**config.mk**
```make
export PLATFORM = sky130hd
export DESIGN_NAME = serial_add_sub
export DESIGN_NICKNAME = d
export VERILOG_FILES = /design/src/rtl/serial_add_sub_pkg.sv /design/src/rtl/serial_add_sub_cell.sv /design/src/rtl/serial_add_sub.sv
export SDC_FILE = /design/constraint.sdc
export NUM_CORES = 1
export LEC_CHECK = 0
export BUFFER_PORTS_ARGS = -buffer_cell sky130_fd_sc_hd__buf_2
export CAP_MARGIN = 0
export CORE_UTILIZATION = 48
export CTS_CLUSTER_SIZE = 10
export DETAILED_ROUTE_END_ITERATION = 8
export PLACE_DENSITY = 0.74
export SLEW_MARGIN = 20
export SYNTH_ARGS = -nofsm -noshare
export SYNTH_HDL_FRONTEND = slang
export SYNTH_SLANG_ARGS = --single-unit
```
**constraint.sdc**
```tcl
create_clock -name clk -period 1.3 [get_ports clk]
set_clock_uncertainty 0.15 [all_clocks]
set_input_delay 0.13 -clock clk [delete_from_list [all_inputs] [get_ports clk]]
set_output_delay 0.13 -clock clk [all_outputs]
set_load 0.01 [all_outputs]
```
**src/rtl/serial_add_sub_pkg.sv**
```systemverilog
// Shared constants for the bit-serial adder/subtractor: FSM encoding, select codes, default width.
package serial_add_sub_pkg;

  localparam int DEFAULT_WIDTH = 8;

  localparam logic SEL_ADD = 1'b0;
  localparam logic SEL_SUB = 1'b1;

  typedef enum logic [1:0] {
    IDLE  = 2'd0,
    SHIFT = 2'd1,
    DONE  = 2'd2
  } state_t;

endpackage

```
**src/rtl/serial_add_sub_cell.sv**
```systemverilog
// One-bit full adder/subtractor: b is inverted by sel, so subtract is a + ~b + cin.
// Purely combinational, zero latency, no flow control.
module add_sub_cell (
  input  logic a,
  input  logic b,
  input  logic cin,
  input  logic sel,
  output logic sum,
  output logic cout
);

  logic bx;

  assign bx   = b ^ sel;
  assign sum  = a ^ bx ^ cin;
  assign cout = (a & bx) | (a & cin) | (bx & cin);

endmodule

```
**src/rtl/serial_add_sub.sv**
```systemverilog
// Bit-serial WIDTH-bit add/sub, LSB first through one cell; done pulses WIDTH+1 cycles after start.
// No queuing: start is only sampled in IDLE, so a request while busy is simply dropped.
module serial_add_sub
  import serial_add_sub_pkg::*;
#(
  parameter int WIDTH = DEFAULT_WIDTH
) (
  input  logic             clk,
  input  logic             rst_n,
  input  logic             start,
  input  logic [WIDTH-1:0] a,
  input  logic [WIDTH-1:0] b,
  input  logic             sel,
  output logic             busy,
  output logic             done,
  output logic [WIDTH-1:0] result,
  output logic             cout,
  output logic             overflow
);

  localparam int CW = $clog2(WIDTH);
  localparam logic [CW-1:0] LAST = CW'(WIDTH - 1);

  state_t           state_q;
  logic [WIDTH-1:0] a_q, b_q, res_q;
  logic [WIDTH-1:0] a_d, b_d, res_d;
  logic [CW-1:0]    cnt_q;
  logic             sel_q, carry_q;
  logic             busy_q, done_q, cout_q, ovf_q;
  logic             sum_w, cy_w;

  add_sub_cell u_cell (
    .a    (a_q[0]),
    .b    (b_q[0]),
    .cin  (carry_q),
    .sel  (sel_q),
    .sum  (sum_w),
    .cout (cy_w)
  );

  assign a_d   = a_q >> 1;
  assign b_d   = b_q >> 1;
  assign res_d = {sum_w, res_q[WIDTH-1:1]};

  always_ff @(posedge clk) begin
    if (!rst_n) begin
      state_q <= IDLE;
      a_q     <= '0;
      b_q     <= '0;
      res_q   <= '0;
      cnt_q   <= '0;
      sel_q   <= SEL_ADD;
      carry_q <= 1'b0;
      busy_q  <= 1'b0;
      done_q  <= 1'b0;
      cout_q  <= 1'b0;
      ovf_q   <= 1'b0;
    end else begin
      done_q <= 1'b0;
      case (state_q)
        IDLE: begin
          if (start) begin
            a_q     <= a;
            b_q     <= b;
            sel_q   <= sel;
            carry_q <= sel;
            cnt_q   <= '0;
            busy_q  <= 1'b1;
            state_q <= SHIFT;
          end
        end
        SHIFT: begin
          res_q   <= res_d;
          a_q     <= a_d;
          b_q     <= b_d;
          carry_q <= cy_w;
          if (cnt_q == LAST) begin
            // carry_q here is the carry into the MSB, cy_w the carry out of it
            cout_q  <= cy_w;
            ovf_q   <= carry_q ^ cy_w;
            busy_q  <= 1'b0;
            done_q  <= 1'b1;
            state_q <= DONE;
          end else begin
            cnt_q <= cnt_q + 1'b1;
          end
        end
        DONE: begin
          state_q <= IDLE;
        end
        default: begin
          state_q <= IDLE;
        end
      endcase
    end
  end

  assign busy     = busy_q;
  assign done     = done_q;
  assign result   = res_q;
  assign cout     = cout_q;
  assign overflow = ovf_q;

endmodule

```
==> report_table.html <==
<table>
<tr><th>Metric</th><th>Value</th></tr>
<tr><th colspan="2">Place</th></tr>
<tr><td>Routability cong.</td><td>0.750</td></tr>
<tr><td>Cell Area, Placed</td><td>1780 µm²</td></tr>
<tr><td>Half-perimeter wire length of the detailed placement result</td><td>2360 µm</td></tr>
<tr><td>Number of buffers added on ports</td><td>31</td></tr>
<tr><td>Pre-CTS setup slack</td><td>-151 ps</td></tr>
<tr><th colspan="2">Worst setup path</th></tr>
<tr><td>Worst EP required</td><td>1440 ps</td></tr>
<tr><td>R2R Setup Slk</td><td>-150 ps</td></tr>
<tr><td>CP startpoint kind</td><td>flop</td></tr>
<tr><td>Largest fanout on the critical path</td><td>3</td></tr>
<tr><td>Sequence of cells on the critical path</td><td>xnor2_2, fa_2, xnor2_2, nand3_2, a21oi_2</td></tr>
<tr><td>Startpoint of the lowest-slack register-to-register path</td><td>b_q[0]</td></tr>
<tr><td>Worst endpoint data arrival time</td><td>1580 ps</td></tr>
<tr><td>Max stage delay cell, worst path</td><td>sky130_fd_sc_hd__fa_2</td></tr>
<tr><td>Worst Setup Path Type</td><td>flop to flop</td></tr>
<tr><td>Maximum cell stage delay along the critical path</td><td>380 ps</td></tr>
<tr><td>End of the worst register-to-register path</td><td>overflow</td></tr>
<tr><td>Worst Setup End Kind</td><td>flop</td></tr>
<tr><td>FF-to-FF path depth</td><td>5</td></tr>
<tr><td>Most Frequent Cell on Critical Path</td><td>sky130_fd_sc_hd__xnor2_2</td></tr>
<tr><th colspan="2">Cells and area</th></tr>
<tr><td>Post-synthesis to final-layout area growth</td><td>44.9%</td></tr>
<tr><td>Count of fill cells added during filler insertion</td><td>208</td></tr>
<tr><td>Number of antenna repair diodes</td><td>0</td></tr>
<tr><td>Net count reported at finish</td><td>262</td></tr>
<tr><td>Fraction of final layout cells sized beyond drive strength 1</td><td>0.377</td></tr>
<tr><td>Design area</td><td>2190 µm²</td></tr>
<tr><td>Multi-input combinational cell area</td><td>771 µm²</td></tr>
<tr><td>Sequential standard cell area</td><td>711 µm²</td></tr>
<tr><th colspan="2">GRT</th></tr>
<tr><td>First-pass GRT wire length</td><td>6100 µm</td></tr>
<tr><td>Global router's overall resource usage</td><td>0.244</td></tr>
<tr><td>Vias in the first global route</td><td>1384</td></tr>
<tr><td>Overflow after GRT</td><td>0</td></tr>
<tr><td>Pin count of the biggest net entering global routing</td><td>23</td></tr>
<tr><td>Initial antenna violation count</td><td>0</td></tr>
<tr><th colspan="2">Die</th></tr>
<tr><td>Y dimension of the die</td><td>58.1 µm</td></tr>
<tr><td>Area of the core</td><td>2880 µm²</td></tr>
<tr><td>Initial standard-cell utilization of the core</td><td>0.525</td></tr>
<tr><td>Total number of placement rows</td><td>19</td></tr>
<tr><td>Die width</td><td>58.1 µm</td></tr>
<tr><td>Total Die Area</td><td>3380 µm²</td></tr>
<tr><td>I/O pin count</td><td>32</td></tr>
<tr><th colspan="2">Timing</th></tr>
<tr><td>Worst hold slack</td><td>137 ps</td></tr>
<tr><td>Final min period</td><td>1450 ps</td></tr>
<tr><td>Final hold viol count</td><td>0</td></tr>
<tr><td>Final worst path period share</td><td>1.11</td></tr>
<tr><td>Setup violations, final</td><td>19</td></tr>
<tr><td>Highest clock rate</td><td>691 MHz</td></tr>
<tr><td>Aggregate negative setup slack</td><td>-1000 ps</td></tr>
<tr><td>Actual slew at the worst max-slew pin</td><td>264 ps</td></tr>
<tr><td>RSZ-0062 raised after global routing</td><td>true</td></tr>
<tr><td>Worst relative slew slack</td><td>0.824</td></tr>
<tr><td>Worst-case setup margin in the final layout</td><td>-147 ps</td></tr>
<tr><td>Final Max Tran Viols</td><td>0</td></tr>
<tr><th colspan="2">Synthesis</th></tr>
<tr><td>Post-synth EDFFs</td><td>0</td></tr>
<tr><td>Proportion of netlist area held by the largest area contributor</td><td>0.464</td></tr>
<tr><td>Synthesized area</td><td>1510 µm²</td></tr>
<tr><td>Cell type with the highest aggregate area in the netlist</td><td>sky130_fd_sc_hd__dfxtp_1</td></tr>
<tr><td>Cells after Synth</td><td>171</td></tr>
<tr><td>Number of flip-flops and latches in the synthesized netlist</td><td>35</td></tr>
<tr><td>Post-synthesis net count</td><td>195</td></tr>
<tr><td>Synthesis warning total</td><td>0</td></tr>
<tr><td>Most used standard cells in the synthesized netlist</td><td>47 x sky130_fd_sc_hd__nand2_1, 35 x sky130_fd_sc_hd__dfxtp_1, 14 x sky130_fd_sc_hd__a31oi_1</td></tr>
<tr><td>Cell with the most instances after synthesis</td><td>sky130_fd_sc_hd__nand2_1</td></tr>
<tr><td>Unique cell type count in the Yosys netlist</td><td>36</td></tr>
<tr><td>Ys flop type</td><td>sky130_fd_sc_hd__dfxtp_1</td></tr>
<tr><td>Ys async rst share</td><td>0</td></tr>
<tr><td>Synth top area cells</td><td>sky130_fd_sc_hd__dfxtp_1 46%, sky130_fd_sc_hd__nand2_1 12%, sky130_fd_sc_hd__a31oi_1 5.8%, sky130_fd_sc_hd__o21ai_0 3.0%, sky130_fd_sc_hd__a21oi_1 2.6%</td></tr>
<tr><td>Mapped Avg Cell Area</td><td>8.84 µm²</td></tr>
<tr><td>Register area share after synthesis</td><td>0.464</td></tr>
<tr><th colspan="2">Clock tree</th></tr>
<tr><td>Clk Latency, worst-skew pair</td><td>340 ps</td></tr>
<tr><td>Number of clock sinks</td><td>35</td></tr>
<tr><td>CTS Root Cell</td><td>sky130_fd_sc_hd__clkbuf_4</td></tr>
<tr><td>CTS tree</td><td>done</td></tr>
<tr><td>H-tree depth</td><td>2</td></tr>
<tr><td>CTS Buf Count</td><td>5</td></tr>
<tr><td>Maximum number of buffers from clock root to sink</td><td>2</td></tr>
<tr><td>Register clock-pin slew on the reported worst setup and hold paths</td><td>110 ps</td></tr>
<tr><th colspan="2">Route</th></tr>
<tr><td>Routed via count</td><td>1433</td></tr>
<tr><td>Drt total wl</td><td>3780 µm</td></tr>
<tr><td>Count of nets left with antenna violations after detail routing</td><td>0</td></tr>
<tr><td>1st-iter DRT viols</td><td>78</td></tr>
<tr><td>First drt pass iteration count</td><td>4</td></tr>
<tr><td>Vias per cell</td><td>5.10</td></tr>
<tr><td>Post-detailed-route wirelength per cell</td><td>13.4 µm</td></tr>
<tr><td>Final routed DRC violation total</td><td>0</td></tr>
<tr><th colspan="2">Power and ir drop</th></tr>
<tr><td>Power per Cell Area</td><td>1120 nW/µm²</td></tr>
<tr><td>Static Leak</td><td>0.914 nW</td></tr>
<tr><td>Worst voltage drop across the vdd grid</td><td>840 µV</td></tr>
<tr><th colspan="2">Hold path</th></tr>
<tr><td>Hold path cells</td><td>4</td></tr>
<tr><td>Worst min path class</td><td>input pin to flop</td></tr>
<tr><td>Worst Hold End</td><td>b_q[7]</td></tr>
<tr><td>Worst Hold Launch</td><td>start</td></tr>
<tr><th colspan="2">Outcome</th></tr>
<tr><td>Status</td><td>finished, violations left</td></tr>
<tr><td>Violated checks</td><td>setup timing</td></tr>
<tr><th colspan="2">Run</th></tr>
<tr><td>Total of max-cap violations</td><td>0</td></tr>
</table>
## per-layer routing
| metal | up-vias | share of wire | GRT usage |
|---|---|---|---|
| li1 | 721 | - | - |
| met1 | 670 | 0.44 | 0.295 |
| met2 | 36 | 0.51 | 0.422 |
| met3 | 6 | 0.036 | 0.0491 |
| met4 | 0 | 0.015 | 0.102 |
| met5 | - | 0 | 0 |
## area by class of cell
| class | instances | share of cell area |
|---|---|---|
| timing repair buffer | 72 | 0.252 |
| multi-input combinational | 120 | 0.352 |
| sequential | 35 | 0.325 |
| clock inverter | 2 | 0.0160 |
| inverter | 4 | 0.00800 |
| clock buffer | 6 | 0.0234 |
| tap | 42 | 0.0240 |
## sequential cells by signal (all words and copies together), names as in the netlist
| signal | cells |
|---|---|
| state_q | 2 |
| result | 8 |
| sel_q | 1 |
| overflow | 1 |
| busy | 1 |
| b_q | 8 |
| a_q | 8 |
| cnt_q | 3 |
| done | 1 |
| carry_q | 1 |
| cout | 1 |
## worst max-delay path: cells and delay by family (launching register included)
family                   cells  cell delay, ps
adder cells (fa/ha/maj)      1             380
flip-flops                   1             350
XOR/XNOR                     2             320
AO/OA/AOI/OAI                1             110
AND/OR/NAND/NOR              1              80
## metrics by stage
stage | util | instances | power (mW)
2_1_floorplan | - | 171 | 1.43
3_3_place_gp | 0.620 | 249 | 1.52
3_5_place_dp | 0.620 | 249 | 1.53
4_1_cts | 0.738 | 277 | 2.43
5_1_grt | 0.761 | 281 | 2.56
6_report | 0.761 | 281 | 2.45
## worst max path at each step
stage	cells after the start	end	startpoint
6_report	5	overflow	b_q[0]
5_1_grt	5	overflow	b_q[0]
4_1_cts	5	overflow	b_q[0]
3_5_place_dp	3	result[7]	b_q[0]
3_3_place_gp	5	overflow	b_q[0]
2_1_floorplan	5	overflow	b_q[0]
## timing repair
item,CTS,global route
buffers inserted,2,4
pin swaps,5,5
hold buffers,18,0
gates resized for setup,15,6
setup endpoints to repair,28,32
hold endpoints to repair,20,0
## layout by cell type (no fill, tap or decap), drive strengths merged, types with 2 or more instances in the layout
master	n
xnor2	2
a31oi	14
dfxtp	35
o22ai	3
nor3	2
dlygate4sd3	18
a21oi	10
nand2b	2
nor2	4
ha	3
inv	4
buf	54
o21ai	15
nand2	48
clkbuf	6
a22oi	2
## kinds of logic after synthesis
kind of cell    Yosys count  synth area share
compound gates           52             0.224
xor+xnor                  2            0.0116
fa+ha+maj                 4            0.0381
buf+inv                  16            0.0778
flops                    35             0.464
mux                       1           0.00662
simple gates             61             0.178
## power breakdown
| group | switching (mW) | leakage (nW) | internal, mW |
|---|---|---|---|
| clock network | 0.375 | 0.0482 | 0.454 |
| logic | 0.202 | 0.576 | 0.238 |
| registers | 0.0412 | 0.290 | 1.14 |
(Power assumes the default switching activity.)
